<file path="config.mk">
export PLATFORM = sky130hd
export DESIGN_NAME = fp_add_normalize_pack_flat
export DESIGN_NICKNAME = d
export VERILOG_FILES = /design/src/rtl/fp_add_normalize_pack_pkg.sv /design/src/rtl/fp_add_normalize_pack_if.sv /design/src/rtl/fp_add_normalize_pack_norm_step.sv /design/src/rtl/fp_add_normalize_pack.sv /design/src/flat_wrapper.sv
export SDC_FILE = /design/constraint.sdc
export NUM_CORES = 1
export LEC_CHECK = 0
export ABC_CLOCK_PERIOD_IN_PS = 3400
export CAP_MARGIN = 15
export CORE_ASPECT_RATIO = 1.2
export CORE_MARGIN = 2
export CORE_UTILIZATION = 45
export CTS_BUF_LIST = sky130_fd_sc_hd__clkbuf_8
export DETAILED_ROUTE_END_ITERATION = 8
export GPL_ROUTABILITY_DRIVEN = 0
export PLACE_DENSITY = 0.69
export SLEW_MARGIN = 40
export SYNTH_ARGS = -nofsm -noshare
export SYNTH_HDL_FRONTEND = slang
export SYNTH_HIERARCHICAL = 1
export SYNTH_SLANG_ARGS = --single-unit
</file>
<file path="constraint.sdc">
create_clock -name clk -period 3.4 [get_ports clk]
set_input_delay 0.51 -clock clk [delete_from_list [all_inputs] [get_ports clk]]
set_output_delay 0.51 -clock clk [all_outputs]
set_load 0.02 [all_outputs]
</file>
<file path="src/rtl/fp_add_normalize_pack_pkg.sv">
// -----------------------------------------------------------------------------
// fp_add_pkg
//   Shared definitions for the FP adder normalize/pack stage: field widths,
//   the infinity exponent, result flag bit positions and the FSM state type.
//   No ports.
// -----------------------------------------------------------------------------
package fp_add_pkg;

   localparam int EXP_W   = 8;
   localparam int FRAC_W  = 23;
   localparam int MANT_W  = 24;   // hidden bit + fraction
   localparam int SHIFT_W = 5;    // holds 0..24
   localparam int FLAG_W  = 3;

   localparam logic [EXP_W-1:0] EXP_INF = 8'hFF;

   localparam int FLAG_OVF  = 2;
   localparam int FLAG_UNF  = 1;
   localparam int FLAG_ZERO = 0;

   typedef enum logic [1:0] {
      IDLE = 2'd0,
      NORM = 2'd1,
      DONE = 2'd2
   } state_t;

   function automatic logic [31:0] pack_word(input logic           sign,
                                             input logic [EXP_W-1:0]  exp,
                                             input logic [FRAC_W-1:0] frac);
      return {sign, exp, frac};
   endfunction

endpackage

</file>
<file path="src/rtl/fp_add_normalize_pack_if.sv">
// -----------------------------------------------------------------------------
// fp_add_normalize_pack_if
//   Handshake bundle around the normalize/pack stage.
//   Upstream side : in_valid/in_ready, in_sign, in_exp[7:0], in_mant[24:0]
//   Downstream    : out_valid/out_ready, out_result[31:0], out_flags[2:0],
//                   out_shift[4:0]
//   slave  : view taken by the stage itself
//   master : view taken by whatever drives the stage and consumes results
// -----------------------------------------------------------------------------
interface fp_add_normalize_pack_if;

   logic                               in_valid;
   logic                               in_ready;
   logic                               in_sign;
   logic [fp_add_pkg::EXP_W-1:0]       in_exp;
   logic [fp_add_pkg::MANT_W:0]        in_mant;
   logic                               out_valid;
   logic                               out_ready;
   logic [31:0]                        out_result;
   logic [fp_add_pkg::FLAG_W-1:0]      out_flags;
   logic [fp_add_pkg::SHIFT_W-1:0]     out_shift;

   modport slave (
      input  in_valid, in_sign, in_exp, in_mant, out_ready,
      output in_ready, out_valid, out_result, out_flags, out_shift
   );

   modport master (
      output in_valid, in_sign, in_exp, in_mant, out_ready,
      input  in_ready, out_valid, out_result, out_flags, out_shift
   );

endinterface

</file>
<file path="src/rtl/fp_add_normalize_pack_norm_step.sv">
// -----------------------------------------------------------------------------
// fp_norm_step
//   One combinational left-normalize step. Passes everything through once the
//   hidden bit is set or underflow was already flagged earlier in the chain.
//   Ports:
//     i_mant/o_mant   [23:0] working mantissa (hidden bit at [23])
//     i_exp/o_exp     [7:0]  working biased exponent
//     i_shift/o_shift [4:0]  left shifts applied so far
//     i_unf/o_unf            underflow detected
// -----------------------------------------------------------------------------
module fp_norm_step
   import fp_add_pkg::*;
(
   input  logic [MANT_W-1:0]  i_mant,
   input  logic [EXP_W-1:0]   i_exp,
   input  logic [SHIFT_W-1:0] i_shift,
   input  logic               i_unf,
   output logic [MANT_W-1:0]  o_mant,
   output logic [EXP_W-1:0]   o_exp,
   output logic [SHIFT_W-1:0] o_shift,
   output logic               o_unf
);

   always_comb begin
      // NOTE: every output gets a default first so no path can infer a latch.
      o_mant  = i_mant;
      o_exp   = i_exp;
      o_shift = i_shift;
      o_unf   = i_unf;
      if (!i_unf && !i_mant[MANT_W-1]) begin
         // Exponent 1 is the smallest normal; one more shift would go subnormal.
         if (i_exp <= 8'd1) begin
            o_unf = 1'b1;
         end else begin
            o_mant  = i_mant << 1;
            o_exp   = i_exp - 8'd1;
            o_shift = i_shift + 5'd1;
         end
      end
   end

endmodule

</file>
<file path="src/rtl/fp_add_normalize_pack.sv">
// -----------------------------------------------------------------------------
// fp_add_normalize_pack
//   Normalizes the raw mantissa sum of the FP adder and packs an IEEE-754
//   single-precision word (truncation, no rounding). Carry and already-normal
//   sums, zero and infinity finish in one cycle; sums with leading zeros are
//   shifted left SHIFTS_PER_CYCLE bits per cycle until the hidden bit is set
//   or the exponent would leave the normal range (flush to zero).
//   Ports:
//     clk      rising-edge clock
//     reset_n  asynchronous active-low reset
//     io_bus   fp_add_normalize_pack_if.slave (valid/ready in and out)
// -----------------------------------------------------------------------------
module fp_add_normalize_pack
   import fp_add_pkg::*;
#(
   parameter int SHIFTS_PER_CYCLE = 1
)(
   input  logic                    clk,
   input  logic                    reset_n,
   fp_add_normalize_pack_if.slave  io_bus
);

   localparam int S = SHIFTS_PER_CYCLE;

   state_t               r_state;
   logic                 r_sign;
   logic [EXP_W-1:0]     r_exp;
   logic [MANT_W-1:0]    r_mant;
   logic [SHIFT_W-1:0]   r_shift;
   logic                 r_out_valid;
   logic [31:0]          r_result;
   logic [FLAG_W-1:0]    r_flags;
   logic [SHIFT_W-1:0]   r_out_shift;

   logic                 w_in_ready;
   logic                 w_accept;
   logic [EXP_W:0]       w_exp_inc;   // 9 bits so the step to FF is visible

   logic [MANT_W-1:0]    w_mant  [S+1];
   logic [EXP_W-1:0]     w_exp   [S+1];
   logic [SHIFT_W-1:0]   w_shift [S+1];
   logic                 w_unf   [S+1];

   assign w_in_ready = (r_state == IDLE) || ((r_state == DONE) && io_bus.out_ready);
   assign w_accept   = io_bus.in_valid && w_in_ready;
   assign w_exp_inc  = {1'b0, io_bus.in_exp} + 9'd1;

   assign io_bus.in_ready   = w_in_ready;
   assign io_bus.out_valid  = r_out_valid;
   assign io_bus.out_result = r_result;
   assign io_bus.out_flags  = r_flags;
   assign io_bus.out_shift  = r_out_shift;

   // Chain of single-bit steps evaluated within one NORM cycle.
   assign w_mant[0]  = r_mant;
   assign w_exp[0]   = r_exp;
   assign w_shift[0] = r_shift;
   assign w_unf[0]   = 1'b0;

   for (genvar g = 0; g < S; g++) begin : g_step
      fp_norm_step u_step (
         .i_mant  (w_mant[g]),
         .i_exp   (w_exp[g]),
         .i_shift (w_shift[g]),
         .i_unf   (w_unf[g]),
         .o_mant  (w_mant[g+1]),
         .o_exp   (w_exp[g+1]),
         .o_shift (w_shift[g+1]),
         .o_unf   (w_unf[g+1])
      );
   end

   // NOTE: sequential state uses non-blocking assignments only, so every
   // register samples the pre-edge values regardless of statement order.
   // NOTE: work registers are reset along with the state so an abandoned
   // NORM pass leaves nothing behind.
   always_ff @(posedge clk or negedge reset_n) begin
      if (!reset_n) begin
         r_state     <= IDLE;
         r_sign      <= 1'b0;
         r_exp       <= '0;
         r_mant      <= '0;
         r_shift     <= '0;
         r_out_valid <= 1'b0;
         r_result    <= '0;
         r_flags     <= '0;
         r_out_shift <= '0;
      end else begin
         case (r_state)
            IDLE, DONE: begin
               if (w_accept) begin
                  r_state     <= DONE;
                  r_out_valid <= 1'b1;
                  r_flags     <= '0;
                  r_out_shift <= '0;
                  if (io_bus.in_exp == EXP_INF) begin
                     r_result          <= pack_word(io_bus.in_sign, EXP_INF, '0);
                     r_flags[FLAG_OVF] <= 1'b1;
                  end else if (io_bus.in_mant == '0) begin
                     r_result           <= '0;
                     r_flags[FLAG_ZERO] <= 1'b1;
                  end else if (io_bus.in_mant[MANT_W]) begin
                     if (w_exp_inc >= {1'b0, EXP_INF}) begin
                        r_result          <= pack_word(io_bus.in_sign, EXP_INF, '0);
                        r_flags[FLAG_OVF] <= 1'b1;
                     end else begin
                        r_result <= pack_word(io_bus.in_sign, w_exp_inc[EXP_W-1:0],
                                              io_bus.in_mant[MANT_W-1:1]);
                     end
                  end else if (io_bus.in_mant[MANT_W-1]) begin
                     r_result <= pack_word(io_bus.in_sign, io_bus.in_exp,
                                           io_bus.in_mant[FRAC_W-1:0]);
                  end else begin
                     r_state     <= NORM;
                     r_out_valid <= 1'b0;
                     r_sign      <= io_bus.in_sign;
                     r_exp       <= io_bus.in_exp;
                     r_mant      <= io_bus.in_mant[MANT_W-1:0];
                     r_shift     <= '0;
                  end
               end else if (r_state == DONE && io_bus.out_ready) begin
                  r_state     <= IDLE;
                  r_out_valid <= 1'b0;
               end
            end

            NORM: begin
               if (w_unf[S]) begin
                  r_state           <= DONE;
                  r_out_valid       <= 1'b1;
                  r_result          <= pack_word(r_sign, '0, '0);
                  r_flags           <= '0;
                  r_flags[FLAG_UNF] <= 1'b1;
                  r_out_shift       <= w_shift[S];
               end else if (w_mant[S][MANT_W-1]) begin
                  r_state     <= DONE;
                  r_out_valid <= 1'b1;
                  r_result    <= pack_word(r_sign, w_exp[S], w_mant[S][FRAC_W-1:0]);
                  r_flags     <= '0;
                  r_out_shift <= w_shift[S];
               end else begin
                  r_mant  <= w_mant[S];
                  r_exp   <= w_exp[S];
                  r_shift <= w_shift[S];
               end
            end

            default: begin
               r_state     <= IDLE;
               r_out_valid <= 1'b0;
            end
         endcase
      end
   end

endmodule

</file>
<file path="src/flat_wrapper.sv">
// flat-port wrapper written by rule: the top's interface ports become plain ports
module fp_add_normalize_pack_flat import fp_add_pkg::*;
#(
   parameter int SHIFTS_PER_CYCLE = 1
)
  (clk, reset_n, io_bus_in_valid, io_bus_in_sign, io_bus_in_exp, io_bus_in_mant, io_bus_out_ready, io_bus_in_ready, io_bus_out_valid, io_bus_out_result, io_bus_out_flags, io_bus_out_shift);
  fp_add_normalize_pack_if io_bus_i ();
  input  logic clk;
  input  logic reset_n;
  input wire logic [$bits(io_bus_i.in_valid)-1:0] io_bus_in_valid;
  input wire logic [$bits(io_bus_i.in_sign)-1:0] io_bus_in_sign;
  input wire logic [$bits(io_bus_i.in_exp)-1:0] io_bus_in_exp;
  input wire logic [$bits(io_bus_i.in_mant)-1:0] io_bus_in_mant;
  input wire logic [$bits(io_bus_i.out_ready)-1:0] io_bus_out_ready;
  output wire logic [$bits(io_bus_i.in_ready)-1:0] io_bus_in_ready;
  output wire logic [$bits(io_bus_i.out_valid)-1:0] io_bus_out_valid;
  output wire logic [$bits(io_bus_i.out_result)-1:0] io_bus_out_result;
  output wire logic [$bits(io_bus_i.out_flags)-1:0] io_bus_out_flags;
  output wire logic [$bits(io_bus_i.out_shift)-1:0] io_bus_out_shift;
  assign io_bus_i.in_valid = io_bus_in_valid;
  assign io_bus_i.in_sign = io_bus_in_sign;
  assign io_bus_i.in_exp = io_bus_in_exp;
  assign io_bus_i.in_mant = io_bus_in_mant;
  assign io_bus_i.out_ready = io_bus_out_ready;
  assign io_bus_in_ready = io_bus_i.in_ready;
  assign io_bus_out_valid = io_bus_i.out_valid;
  assign io_bus_out_result = io_bus_i.out_result;
  assign io_bus_out_flags = io_bus_i.out_flags;
  assign io_bus_out_shift = io_bus_i.out_shift;
  fp_add_normalize_pack #(.SHIFTS_PER_CYCLE(SHIFTS_PER_CYCLE)) u_core (.clk(clk), .reset_n(reset_n), .io_bus(io_bus_i));
endmodule
</file>
==> results of run 1 <==
==> registers in the layout, indices dropped and copies added (netlist names) <==
| register | cells |
|---|---|
| u_core/io_bus.out_result | 32 |
| u_core/r_mant | 23 |
| u_core/r_exp | 8 |
| u_core/io_bus.out_shift | 5 |
| u_core/r_shift | 5 |
| u_core/io_bus.out_flags | 3 |
| u_core/r_state | 2 |
| u_core/r_sign | 1 |
==> per-layer routing <==
layer	global-route usage	part of all wire
met4	0.1005	0.029
met2	0.3920	0.49
met1	0.3034	0.44
met5	0	0
met3	0.03237	0.037
==> cells by family (layout without fill, tap and decap cells) <==
kind of cell | Yosys count | in the layout | synth area share
buf+inv | 51 | 120 | 0.05415
fa+ha+maj | 5 | 5 | 0.01225
simple gates | 226 | 226 | 0.1953
other cells | 1 | 5 | 0.0007344
xor+xnor | 11 | 11 | 0.01887
compound gates | 125 | 125 | 0.2056
flops | 79 | 79 | 0.3872
mux | 50 | 50 | 0.1260
==> stage by stage <==
stage | cells | setup slack [ps] | area, um2 | power, W | hold slack (ps)
after CTS | 751 | 373.0 | 6158 | 0.003574 | 211.7
after floorplan | 552 | 837.5 | 5121 | 0.002372 | 214.4
after global placement | 737 | 380.6 | 5992 | 0.002908 | 467.3
after detailed placement | 737 | 284.4 | 5996 | 0.002943 | 468.7
after global routing | 753 | 74.19 | 6196 | 0.003780 | 513.6
final | 753 | 336.5 | 6196 | 0.003568 | 486.1
==> worst reg2reg max path: cells and delay by family (launching register included) <==
| kind | cells | cell delay [ps] |
|---|---|---|
| AOI/OAI and AO/OA | 6 | 1350 |
| and+or+nand+nor | 4 | 640 |
| adders and majority gates | 1 | 250 |
| DFF | 1 | 400 |
| buffers and inverters | 2 | 370 |
==> path summary, 6_finish.rpt <==
kind / from / end / depth (start not counted)
setup / recovery: u_core/r_exp[0] / u_core/io_bus.out_result[20] / 13
hold / removal: u_core/io_bus.out_result[28] / u_core/io_bus.out_result[28] / 1
setup reg to reg: u_core/r_exp[0] / u_core/io_bus.out_result[20] / 13
hold reg to reg: u_core/io_bus.out_result[28] / u_core/io_bus.out_result[28] / 1
max in group asynchronous: reset_n / u_core/io_bus.out_result[23] / 3
min in group asynchronous: reset_n / u_core/r_mant[18] / 2
==> layout make-up <==
type / instances / area [um2]
Fill cell: 984 / 4840
Timing Repair Buffer: 95 / 959.7
Clock inverter: 4 / 25.02
Tap cell: 132 / 165.2
Sequential cell: 79 / 1977
Inverter: 11 / 41.29
Multi-Input combinational cell: 422 / 2890
Clock buffer: 10 / 137.6
==> where the power goes <==
part	switching (W)	total, W	internal (W)
Sequential	0.000228	0.00144	0.00122
Combinational	0.000775	0.00150	0.000725
Clock	0.000350	0.000624	0.000275
Total	0.00135	0.00357	0.00221
==> timing repair <==
action / 4_1_cts / 5_1_grt
resized for setup: 0 / 0
hold buffers: 0 / 1
hold endpoints to repair: 0 / 19
==> placed cells by master, fill, tap and decap left out, types with 6 or more instances in the layout <==
cell	synthesis	layout
a21oi_1	12	12
a221oi_2	20	20
a22o_1	10	10
a31oi_1	32	32
buf_4	6	12
clkbuf_8	0	10
clkdlybuf4s50_1	0	78
dfrtp_1	79	79
inv_1	10	11
mux2_2	26	26
mux2_4	22	22
nand2_1	79	79
nand3_1	14	14
nand4_1	7	7
nor2_1	90	89
nor2b_1	9	9
nor4_1	7	7
o211ai_1	6	6
o21ai_0	17	17
xor2_1	6	6
==> flow_summary.ini, run 1 <==
[logic_synthesis]
ys_types = 58
ys_warn_count = 6
synth_top_cells_by_count = nor2_1, dfrtp_1, nand2_1, a31oi_1, mux2_2
syn_area_mm2 = 0.005106
netlist.area_leader.share = 0.3872
ys_seq_area_frac = 0.3872
synthCells = 548
async_flop_share = 1.000
synth_edf_count = 0
synth.most_common_cell = nor2_1
syn_area_per_cell_um2 = 9.318
yosys-top-cells-area = dfrtp_1, nor2_1, mux2_4
synth.ff_latch_count = 79
yosysTopAreaCell = dfrtp_1
ys.flop_type = dfrtp_1

[route]
wl_um = 13690
drt-wirelength-per-cell_um = 18.17
vias_per_cell = 5.874
drc_errors = 0
drt_iter0_markers = 175
via_count = 4423
dr.pass1.iters = 5
drtAntennaViolNets = 0

[cts]
cts_buffer_depth = 2
path_clk_slew_ps = 90
cts_tree = built
numCtsBuffers = 9
cts_root_buf = clkbuf_8
clock-sinks = 79
cts.htree.levels = 3
post_cts_buffers = 0
clock_latency_ps = 360

[worst_setup_path]
cp_num_buf_inv = 2
r2r_setup_slack_ps = 340
crit_slowest_cell = dfrtp_1
timing.critical_path.mode_cell = nor2_1
path_max_fanout = 20
max_stage_delay_ps = 400
cp.required_ps = 3690
end_kind = register
start_kind = register
worst-setup-path-type = reg2reg
cp_top_family = compound AO/OA/AOI/OAI gates
cp.arrival_ps = 3360
path_cells = inv_1 > ha_1 > nor2_1 > nor2_1 > nand2_1 > a31o_2 > o21ai_0 > a21oi_1 > a31oi_4 > o21bai_4 > buf_12 > a221oi_2 > nor2_1

[grt]
track_usage = 0.2352
grt.overflow.total = 0
first_global_vias = 4420
grt_pass1_wl_um = 22630
antenna_found_initial = 0
grt_max_degree = 80

[final_layout]
drive_gt1_frac = 0.1836
post-route-util = 0.5615
nets = 661
diodes = 0
area_growth_pct = 21.34

[floorplanning]
io_pins = 80
die_y_um = 120.7
dieArea_mm2 = 0.01222
num_rows = 42
initial_utilization = 0.4627
core-area_mm2 = 0.01104
die_width_um = 101.2

[timing]
max_freq_ghz = 0.3264
hold_viol = 0
finalCritPeriodShare = 0.9010
slew_violations = 0
period_needed_ps = 3064
tns_ps = 0
slew_headroom = 0.4274
rsz0062_at_grt = no
finalSetupViolCount = 0
fin_worst_skew_ps = 17.82
worst_pin_slew_ps = 858.9

[power]
power_density_mw_per_mm2 = 575.8
peakVddDrop_mv = 0.3630
p_leak_nw = 2.509

[placed_design]
io_buffers = 79
dpl.hpwl_um = 9405

[run]
cap_violations = 0

[status]
outcome = finished clean

[hold_path]
hold_path.class = reg2reg
Note: power is estimated with default switching activity, not from simulation.
==> run 2: changes to the inputs <==
--- a/config.mk
+++ b/config.mk
@@ -12,8 +12,9 @@
 export CORE_UTILIZATION = 45
 export CTS_BUF_LIST = sky130_fd_sc_hd__clkbuf_8
 export DETAILED_ROUTE_END_ITERATION = 8
+export DONT_BUFFER_PORTS = 1
 export GPL_ROUTABILITY_DRIVEN = 0
-export PLACE_DENSITY = 0.69
+export PLACE_DENSITY_LB_ADDON = 0.08
 export SLEW_MARGIN = 40
 export SYNTH_ARGS = -nofsm -noshare
 export SYNTH_HDL_FRONTEND = slang
==> run 2 against run 1 <==
  * Global-route usage down 0.50 points
  * Flip-flop and latch count unchanged
  * Sequential power up 12%
  * Largest cell class unchanged
  * Largest power group is now registers
  * Highest routed layer unchanged
==> flow_summary.ini, run 2 (same netlist as run 1, synthesis figures left out) <==
[grt]
first_global_vias = 4024
grt_pass1_wl_um = 21940
grt_max_degree = 80
antenna_found_initial = 0
track_usage = 0.2302
grt.overflow.total = 0

[floorplanning]
core-area_mm2 = 0.01104
io_pins = 80
dieArea_mm2 = 0.01222
die_width_um = 101.2
die_y_um = 120.7
initial_utilization = 0.4627
num_rows = 42

[worst_setup_path]
path_max_fanout = 16
timing.rr.end = u_core/io_bus.out_result[6]
worst-setup-path-type = reg2reg
ff2ff_path_depth = 13
r2r_setup_slack_ps = 450
cp.arrival_ps = 3200
end_kind = register
start_kind = register
cp.required_ps = 3650
reg2reg_from = u_core/r_exp[0]

[placed_design]
io_buffers = 0
dpl.hpwl_um = 9137

[power]
switching_share = 0.3643
total_power_w = 0.003507
power_density_mw_per_mm2 = 638.7
intPower_w = 0.002229
peakVddDrop_mv = 0.3321
switchingPower_w = 0.001277
seq_power_share = 0.462
p_comb_frac = 0.275
p_leak_nw = 2.244
pwr-share-clk = 0.264

[route]
drt-wirelength-per-cell_um = 19.98
drt_iter0_markers = 225
drtAntennaViolNets = 0
drc_errors = 0
dr.pass1.iters = 4
wl_um = 13470
via_count = 3973
vias_per_cell = 5.895

[timing]
holdWs_ps = 41.10
hold_viol = 0
slew_headroom = 0.6100
finalCritPeriodShare = 0.8691
fin_worst_skew_ps = 12.21
worst_pin_slew_ps = 582.5
period_needed_ps = 2955
finalSetupViolCount = 0
rsz0062_at_grt = no
max_freq_ghz = 0.3384
tns_ps = 0
slew_violations = 0

[cts]
clock_latency_ps = 370
cts_root_buf = clkbuf_8
ctsResizeCount = 0
numCtsBuffers = 9
cts_tree = built
cts_hold_buf = 1
cts_buffer_depth = 2
clock-sinks = 79
cts.htree.levels = 3
path_clk_slew_ps = 90
post_cts_buffers = 0

[final_layout]
layout_commonest_cell = nor2_1
fill_cells = 1050
drive_gt1_frac = 0.2122
nets = 580
largest_reg_flops = 32
mostFrequentLayoutCells = nor2_1, nand2_1, dfrtp_1
area_growth_pct = 7.523
diodes = 0

[run]
cap_violations = 0

[hold_path]
hold_path.class = in2async

[status]
outcome = finished clean
-- run 2: cell type report --
cell class,instances,area [um2],area share
clock buffers,12,165.2,0.03008
clock inverters,4,98.84,0.01800
inverters,11,41.29,0.007521
multi-input cells,422,2898,0.5278
flip-flops and latches,79,1977,0.3601
well taps,132,165.2,0.03008
repair buffers,14,145.1,0.02644
-- run 2: routing by layer --
metal | global-route usage | up-vias | part of all wire | wire length (um)
met5 | 0 | - | 0 | 0
met4 | 0.07095 | 0 | 0.016 | 221
met3 | 0.06763 | 13 | 0.058 | 784
met2 | 0.3704 | 96 | 0.49 | 6545
met1 | 0.2973 | 1925 | 0.44 | 5917
li1 | - | 1939 | - | -
-- run 2: critical path, stage by stage, from the launching register on --
cell      delay (ps)
dfrtp_1          410
inv_1            120
ha_1             240
nor2_1           100
nor2_1           230
nand2_1          130
o21ai_0          260
o21ai_0          130
a21oi_1          270
a31oi_4           50
o21bai_4         300
buf_8            250
a221oi_1         260
nor2_1            80
-- run 2: stage by stage --
step / instances / setup WS (ps) / cell area [um2] / util
floorplan: 552 / 837.5 / 5121 / -
global placement: 656 / 616.2 / 5176 / 0.4690
detailed placement: 657 / 498.2 / 5199 / 0.4711
CTS: 674 / 468.7 / 5490 / 0.4975
global route: 674 / 211.6 / 5490 / 0.4975
finish: 674 / 445.1 / 5490 / 0.4975
-- run 2: worst max-delay path by stage --
stage	cells after the start	end	start
3_3_place_gp	12	u_core/io_bus.out_result[25]	u_core/r_exp[0]
4_1_cts	13	u_core/io_bus.out_result[6]	u_core/r_exp[0]
2_1_floorplan	15	u_core/io_bus.out_result[25]	u_core/r_exp[0]
6_report	13	u_core/io_bus.out_result[6]	u_core/r_exp[0]
5_1_grt	13	u_core/io_bus.out_result[6]	u_core/r_exp[0]
3_5_place_dp	14	u_core/io_bus.out_result[24]	u_core/r_exp[0]
-- run 2: power by group through the flow --
| stage | clock network, W | logic (W) | registers, W |
|---|---|---|---|
| floorplan | 0 | 0.000808 | 0.00156 |
| CTS | 0.000951 | 0.000968 | 0.00162 |
| global route | 0.000992 | 0.00108 | 0.00167 |
| finish | 0.000924 | 0.000963 | 0.00162 |
| global placement | 0 | 0.000913 | 0.00163 |
| detailed placement | 0 | 0.000940 | 0.00164 |
